$ cat src/rtl/fetch_pkg.sv
// Shared definitions for the instruction-fetch stage: FSM encodings and default widths.
package fetch_pkg;

   typedef enum logic [1:0] {
      IDLE     = 2'd0,
      WAIT_RSP = 2'd1,
      DRAIN    = 2'd2
   } fetch_state_t;

   localparam int DEFAULT_ADDR_W  = 32;
   localparam int DEFAULT_INSTR_W = 32;

   // Bits needed to hold an occupancy value in the range 0..depth.
   function automatic int count_width(input int depth);
      return $clog2(depth + 1);
   endfunction

endpackage

$ cat src/rtl/fetch_fifo.sv
// Small synchronous FIFO holding {pc, instruction} pairs between fetch and decode.
module fetch_fifo #(
   parameter int DEPTH = 2,
   parameter int WIDTH = 64,
   parameter int CNT_W = $clog2(DEPTH + 1)
) (
   input  logic             clock,
   input  logic             reset_n,
   input  logic             push,
   input  logic             pop,
   input  logic             clear,
   input  logic [WIDTH-1:0] push_data,
   output logic [CNT_W-1:0] count,
   output logic [WIDTH-1:0] head
);

   // DEPTH is a power of two, so the pointers wrap by plain overflow.
   localparam int PTR_W = $clog2(DEPTH);

   logic [WIDTH-1:0] mem [DEPTH];
   logic [PTR_W-1:0] wr_ptr;
   logic [PTR_W-1:0] rd_ptr;

   always_ff @(posedge clock) begin
      if (!reset_n) begin
         wr_ptr <= '0;
         rd_ptr <= '0;
         count  <= '0;
      end else if (clear) begin
         wr_ptr <= '0;
         rd_ptr <= '0;
         count  <= '0;
      end else begin
         if (push) wr_ptr <= wr_ptr + PTR_W'(1);
         if (pop)  rd_ptr <= rd_ptr + PTR_W'(1);
         case ({push, pop})
            2'b10:   count <= count + CNT_W'(1);
            2'b01:   count <= count - CNT_W'(1);
            default: count <= count;
         endcase
      end
   end

   always_ff @(posedge clock) begin
      if (push && !clear) mem[wr_ptr] <= push_data;
   end

   // Storage is not reset; an empty FIFO presents zeros instead of stale entries.
   assign head = (count != '0) ? mem[rd_ptr] : '0;

endmodule

$ cat src/rtl/fetch_buffer.sv
// Fetch stage: issues one instruction-memory request at a time for the current pc and
// queues returned words with their pc for decode; a flush discards wrong-path fetches.
module fetch_buffer
   import fetch_pkg::*;
#(
   parameter int ADDR_W  = DEFAULT_ADDR_W,
   parameter int INSTR_W = DEFAULT_INSTR_W,
   parameter int DEPTH   = 2
) (
   input  logic               clock,
   input  logic               reset_n,
   input  logic [ADDR_W-1:0]  pc,
   input  logic               flush,
   output logic               pc_advance,
   output logic               imem_req_valid,
   output logic [ADDR_W-1:0]  imem_req_addr,
   input  logic               imem_req_ready,
   input  logic               imem_rsp_valid,
   input  logic [INSTR_W-1:0] imem_rsp_data,
   output logic               id_valid,
   output logic [INSTR_W-1:0] id_instr,
   output logic [ADDR_W-1:0]  id_pc,
   input  logic               id_ready
);

   localparam int CNT_W   = count_width(DEPTH);
   localparam int ENTRY_W = ADDR_W + INSTR_W;

   fetch_state_t       state;
   logic [ADDR_W-1:0]  pending_pc;
   logic [CNT_W-1:0]   fifo_count;
   logic [CNT_W-1:0]   occ;
   logic [ENTRY_W-1:0] fifo_head;
   logic               issue;
   logic               push;
   logic               pop;

   // The outstanding request reserves a FIFO slot so a response can always be stored.
   assign occ = fifo_count + CNT_W'(state == WAIT_RSP);

   // Held low during reset so neither memory nor the PC module sees a handshake
   // that the FSM is about to forget.
   assign imem_req_valid = reset_n && (state == IDLE) && !flush && (occ < CNT_W'(DEPTH));
   assign imem_req_addr  = pc;
   assign issue          = imem_req_valid && imem_req_ready;
   assign pc_advance     = issue;

   assign push = (state == WAIT_RSP) && imem_rsp_valid && !flush;
   assign pop  = id_valid && id_ready;

   always_ff @(posedge clock) begin
      if (!reset_n) begin
         state      <= IDLE;
         pending_pc <= '0;
      end else begin
         case (state)
            IDLE: begin
               if (issue) begin
                  pending_pc <= pc;
                  state      <= WAIT_RSP;
               end
            end
            WAIT_RSP: begin
               // A response always closes the request (stored or dropped); a flush
               // without one must swallow the late response in DRAIN.
               if (imem_rsp_valid)  state <= IDLE;
               else if (flush)      state <= DRAIN;
            end
            DRAIN: begin
               if (imem_rsp_valid) state <= IDLE;
            end
            default: state <= IDLE;
         endcase
      end
   end

   fetch_fifo #(
      .DEPTH (DEPTH),
      .WIDTH (ENTRY_W),
      .CNT_W (CNT_W)
   ) u_fifo (
      .clock     (clock),
      .reset_n   (reset_n),
      .push      (push),
      .pop       (pop),
      .clear     (flush),
      .push_data ({pending_pc, imem_rsp_data}),
      .count     (fifo_count),
      .head      (fifo_head)
   );

   assign id_valid          = (fifo_count != '0);
   assign {id_pc, id_instr} = fifo_head;

endmodule

$ cat config.mk
export PLATFORM = sky130hd
export DESIGN_NAME = fetch_buffer
export DESIGN_NICKNAME = d
export VERILOG_FILES = /design/src/rtl/fetch_pkg.sv /design/src/rtl/fetch_fifo.sv /design/src/rtl/fetch_buffer.sv
export SDC_FILE = /design/constraint.sdc
export NUM_CORES = 1
export LEC_CHECK = 0
export CORE_UTILIZATION = 57
export CTS_CLUSTER_DIAMETER = 120
export CTS_CLUSTER_SIZE = 25
export DETAILED_ROUTE_END_ITERATION = 8
export DONT_BUFFER_PORTS = 1
export PLACE_DENSITY_LB_ADDON = 0.3
export SLEW_MARGIN = 20
export SYNTH_ARGS = -nofsm -noshare
export SYNTH_HDL_FRONTEND = slang
export SYNTH_SLANG_ARGS = --single-unit
$ cat constraint.sdc
create_clock -name clock -period 4.6 [get_ports clock]
set_input_delay 1.38 -clock clock [delete_from_list [all_inputs] [get_ports clock]]
set_output_delay 1.38 -clock clock [all_outputs]
set_load 0.1 [all_outputs]
==> flow_summary.json, run 1 <==
{
  "dp_worst_setup_slack_ps": 1040,
  "fin_crit_sh_pct": 86.3,
  "fmax_mhz": 252,
  "ys_seq_area_share_pct": 69.5,
  "finalClockSkew_ps": 9.44,
  "synth_area_um2": 6660,
  "p_per_area_nw_per_um2": 397,
  "nFillCells": 808,
  "place_congestion": 0.734,
  "critPathMaxFanout": 28,
  "place_hpwl_um": 7490,
  "cts_tree": "done",
  "min_period_ps": 3970,
  "hold_violations": 0,
  "drive_gt1_share_pct": 36.5,
  "yosys-top-cells-area": "edfxtp_1 58%, dfxtp_1 12%, mux2i_1 9.6%",
  "r2r_setup_slack_ps": 2490,
  "die-area_um2": 12100,
  "synth_top_cell_by_area": "edfxtp_1",
  "post_cts_buffers": 0,
  "overflow": 0,
  "area_growth_pct": 15.5,
  "vdd_drop_max_mv": 0.299,
  "ys_types": 31,
  "status": "finished clean",
  "cp-start-kind": "flop",
  "r2r_cells": 3,
  "worst_ep_required_time_ps": 3220,
  "detail-route-antenna-nets": 0,
  "leakagePower_nw": 2.52,
  "antenna_found_initial": 0,
  "first_global_vias": 3538,
  "dieWidth_um": 110,
  "p_sw_share_pct": 19.4,
  "syn_inst": 483,
  "grt_max_degree": 50,
  "cts-buffers-inserted": 17,
  "ctsHoldBuffers": 0,
  "final_core_util_pct": 67.3,
  "clkTransAtPathRegs_ps": 60,
  "cts_root_buf": "clkbuf_16",
  "p_int_mw": 2.46,
  "synth_top_area_share_pct": 57.8,
  "clock_path_buffers": 2,
  "whs_ps": 450,
  "core-area_um2": 11400,
  "initial_utilization_pct": 58.3,
  "clock_sinks": 167,
  "multi_input_comb_area_um2": 1830,
  "dr.pass1.iters": 4,
  "viasPerCell": 5.43,
  "final-setup-viol-count": 0,
  "std_cell_rows": 39,
  "drc": 0,
  "whs_path_depth": 0,
  "worstSkewPairLatency_ps": 410,
  "combPwrFrac_pct": 2.7,
  "relSlewSlack_pct": 27.9,
  "num_antenna_cells": 0,
  "fp.dieH_um": 110,
  "ys_seq_elements": 167,
  "pwr-share-clk_pct": 43.1,
  "seqCellArea_um2": 4630,
  "cp_data_arrival_time_ps": 2590,
  "pwr-share-seq_pct": 54.1,
  "switchingPower_mw": 0.593,
  "ys.warnings.count": 0,
  "setup_ws_ps": 632,
  "cap_violations": 0,
  "cp-end-kind": "primary output",
  "slew_viol_final": 0,
  "worstMarginPinSlew_ps": 1080,
  "p_total_mw": 3.06,
  "grt_pass1_wl_um": 18300,
  "io_pins": 169,
  "drtIter0Drc": 208,
  "rsz0062_at_grt": "false",
  "htree_levels": 4,
  "port_buffers": 0,
  "grt_usage_pct": 20.9,
  "wl_per_cell_um": 18.3,
  "synth_nets": 554,
  "dr_total_vias": 3575,
  "layout.nets": 573,
  "hold_class": "flop to flop",
  "ctsResizeCount": 0,
  "crit_type": "flop to primary output",
  "finalWirelength_um": 12100,
  "syn_avg_cell_area_um2": 13.8
}
[final cells by class]
type | instances | area share, %
tap | 143 | 2.33
multi-input combinational | 252 | 23.8
clock inverter | 8 | 1.32
clock buffer | 24 | 5.88
sequential | 167 | 60.2
timing repair buffer | 61 | 6.28
inverter | 3 | 0.146
[sequential cells by signal, indices dropped and copies added (netlist names), named ones only]
| register | count |
|---|---|
| pending_pc | 32 |
| state | 2 |
| u_fifo.count | 2 |
| u_fifo.mem | 128 |
| u_fifo.rd_ptr | 1 |
| u_fifo.wr_ptr | 1 |
[cells in the final DEF, fill, tap and decap left out, drive strengths merged]
cell / instances
and2: 1
xor2: 2
nand4: 3
a21oi: 1
nand3: 29
bufinv: 2
nor2: 72
or3: 1
inv: 3
clkbuf: 24
nand2b: 1
xnor2: 2
clkinv: 3
o21a: 1
edfxtp: 128
mux2: 1
nor3: 1
buf: 61
nor3b: 1
o21ai: 34
nor4bb: 1
mux2i: 64
nor4b: 1
dfxtp: 39
ha: 1
nand2: 34
clkinvlp: 3
nand4bb: 1
[final timing paths]
check,startpoint,end
worst min-delay path,pending_pc[25],u_fifo.mem[1][57]
worst max register to register,state[0],u_fifo.mem[1][8]
worst min register to register,pending_pc[25],u_fifo.mem[1][57]
worst max-delay path,u_fifo.count[1],id_valid
[power by group through the flow]
stage	Combinational, mW	Sequential [mW]	Clock [mW]
2_1_floorplan	0.204	1.68	0
3_3_place_gp	0.0820	1.68	0
3_5_place_dp	0.0839	1.69	0
4_1_cts	0.0844	1.65	1.35
5_1_grt	0.0902	1.66	1.41
6_report	0.0831	1.65	1.32
[layer usage]
metal,GRT usage (%),part of all wire (%),vias up
met1,25.3,40,1707
met3,8.11,9.3,7
met5,0,0,-
li1,-,-,1726
met4,6.10,0.65,0
met2,34.6,50,135
[synth_stat cells]
library cell / n
edfxtp_1: 128
nor2_1: 72
inv_1: 3
nand4_1: 3
and2_1: 1
nand2_1: 34
ha_1: 1
mux2i_1: 64
nor4b_1: 1
nor4bb_1: 1
nor3_1: 1
nand2b_1: 1
buf_2: 12
buf_4: 32
nand4bb_1: 1
o21ai_1: 4
o21ai_2: 29
dfxtp_1: 39
nor3b_1: 1
buf_8: 3
buf_6: 1
a21oi_1: 1
o21ai_0: 1
or3_1: 1
xor2_1: 2
mux2_2: 1
clkbuf_1: 12
nand3_1: 29
o21a_1: 1
xnor2_1: 2
buf_1: 1
[cells by family (layout without fill, tap and decap cells)]
logic type / count (synthesis) / in the layout / synth area share, %
adder cells (fa/ha/maj): 1 / 1 / 0.188
buffers and inverters: 64 / 96 / 6.26
flip-flops: 167 / 167 / 69.5
multiplexers: 65 / 65 / 9.79
AO/OA/AOI/OAI: 36 / 36 / 4.38
XOR/XNOR: 4 / 4 / 0.527
AND/OR/NAND/NOR: 146 / 146 / 9.36
[per-stage QoR]
stage	cells	TNS [ps]	area [um^2]
finish	658	0	7690
global route	658	0	7690
CTS	658	0	7690
detailed placement	626	0	7130
global placement	626	0	7130
floorplan	483	-32540	6660
[critical path, cell delays in order (launching register included)]
cell and delay, ps:
dfxtp_1 410, nor2_4 690, buf_4 530, inv_1 520
(Power assumes the default switching activity.)
==> inputs of run 2 (changes only) <==
Settings changed: CORE_UTILIZATION 57 to 50.
==> run 2 against run 1 <==
Design area hardly changed. First-iteration DRC count fell by 15%. Routed wire length down 2.6%. Sequential cell count unchanged. Critical endpoint is now id_pc[16]. Largest cell class unchanged.
==> flow_summary.json, run 2 (synthesis results as in run 1) <==
{
  "nFillCells": 975,
  "detail-route-antenna-nets": 0,
  "area_growth_pct": 15.5,
  "hold_violations": 0,
  "overflow": 0,
  "slowest_stage": "nor2_2",
  "pwr-share-seq_pct": 53.2,
  "dr_total_vias": 3547,
  "cts_tree": "done",
  "p_total_mw": 3.11,
  "critPathMaxFanout": 41,
  "cap_violations": 0,
  "drive_gt1_share_pct": 35.9,
  "vdd_drop_max_mv": 0.272,
  "p_int_mw": 2.52,
  "cp-end-kind": "primary output",
  "cp_data_arrival_time_ps": 2340,
  "post_cts_buffers": 0,
  "status": "finished clean",
  "grt_pass1_wl_um": 19000,
  "drtIter0Drc": 177,
  "layout.nets": 562,
  "place_congestion": 0.728,
  "pwr-share-clk_pct": 44.1,
  "leakagePower_nw": 2.49,
  "port_buffers": 0,
  "drc": 0,
  "clkTransAtPathRegs_ps": 60,
  "ctsHoldBuffers": 0,
  "io_pins": 169,
  "clock_path_buffers": 2,
  "num_antenna_cells": 0,
  "switchingPower_mw": 0.592,
  "cts_root_buf": "clkbuf_16",
  "grt_max_degree": 46,
  "worstSkewPairLatency_ps": 420,
  "crit_chain": "mux2i_1 > nor2_2",
  "stdcell_area_um2": 7690,
  "p_sw_share_pct": 19.0,
  "placedInstanceArea_um2": 7100,
  "grt_usage_pct": 18.4,
  "min_period_ps": 3720,
  "fin_crit_sh_pct": 80.8,
  "worst_ep_required_time_ps": 3220,
  "ctsResizeCount": 0,
  "relSlewSlack_pct": 26.1,
  "final_common_cell": "edfxtp_1",
  "clock_sinks": 167,
  "fp.dieH_um": 117,
  "slowest_delay_ps": 850,
  "slew_viol_final": 0,
  "dieWidth_um": 117,
  "die-area_um2": 13800,
  "antenna_found_initial": 0,
  "whs_ps": 450,
  "first_global_vias": 3602,
  "hold_class": "flop to flop",
  "place_hpwl_um": 7340,
  "cts-buffers-inserted": 17,
  "crit_type": "flop to primary output",
  "worstMarginPinSlew_ps": 1110,
  "core-area_um2": 12800,
  "layout_common_cells": "128 x edfxtp_1, 64 x mux2i_1, 64 x nor2_2, 47 x buf_4, 38 x dfxtp_1",
  "final-setup-viol-count": 0,
  "combPwrFrac_pct": 2.7,
  "p_per_area_nw_per_um2": 405,
  "largestRegisters": "u_fifo.mem: 128 flops, pending_pc: 32 flops",
  "largest_reg_flops": 128,
  "rsz0062_at_grt": "false",
  "finalWirelength_um": 11800,
  "htree_levels": 4,
  "dr.pass1.iters": 4,
  "initial_utilization_pct": 52.1,
  "finalClockSkew_ps": 7.34,
  "cp-start-kind": "flop",
  "wl_per_cell_um": 17.4,
  "std_cell_rows": 41,
  "fmax_mhz": 269,
  "viasPerCell": 5.25,
  "top_register": "u_fifo.mem"
}
run 2: path summary, 6_finish.rpt:
| path | start | to | slack, ps | cells after the start |
|---|---|---|---|---|
| setup / recovery | flop | id_pc[16] | 880 | 2 |
| hold / removal | pending_pc[18] | u_fifo.mem[1][50] | 450 | 0 |
| setup reg to reg | state[0] | u_fifo.mem[0][51] | 2400 | 3 |
| hold reg to reg | pending_pc[18] | u_fifo.mem[1][50] | 450 | 0 |
run 2: metal layers:
metal	up-vias	wire, um	track usage [%]	part of all wire, %
met5	-	0	0	0
met4	0	191	8.44	1.6
met3	19	948	7.05	8.1
met2	134	5750	29.2	49
met1	1680	4860	22.1	41
li1	1714	-	-	-
run 2: final cells by class:
class	count	area, um^2	share of cell area (%)
sequential	167	4630	60.2
multi-input combinational	252	1830	23.8
clock buffer	24	492	6.40
timing repair buffer	50	413	5.37
tap	172	215	2.80
clock inverter	8	96.3	1.25
inverter	3	11.3	0.146
run 2: power by group through the flow:
stage | registers [mW] | logic, mW | clock network, mW
3_3_place_gp | 1.68 | 0.0820 | 0
5_1_grt | 1.66 | 0.0899 | 1.46
3_5_place_dp | 1.69 | 0.0838 | 0
2_1_floorplan | 1.68 | 0.204 | 0
4_1_cts | 1.65 | 0.0839 | 1.41
6_report | 1.65 | 0.0827 | 1.37
run 2: critical path, delay by kind of cell (launching register included):
kind / cells / cell delay (ps)
flops: 1 / 830
mux: 1 / 190
simple gates: 1 / 850
run 2: through the flow:
step	TNS, ps	util [%]	instances	worst slack (ps)
6_report	0	60.2	676	884
5_1_grt	0	60.2	676	781
4_1_cts	0	60.2	676	829
3_5_place_dp	0	55.6	644	948
3_3_place_gp	0	55.6	644	958
2_1_floorplan	-32540	-	483	-254
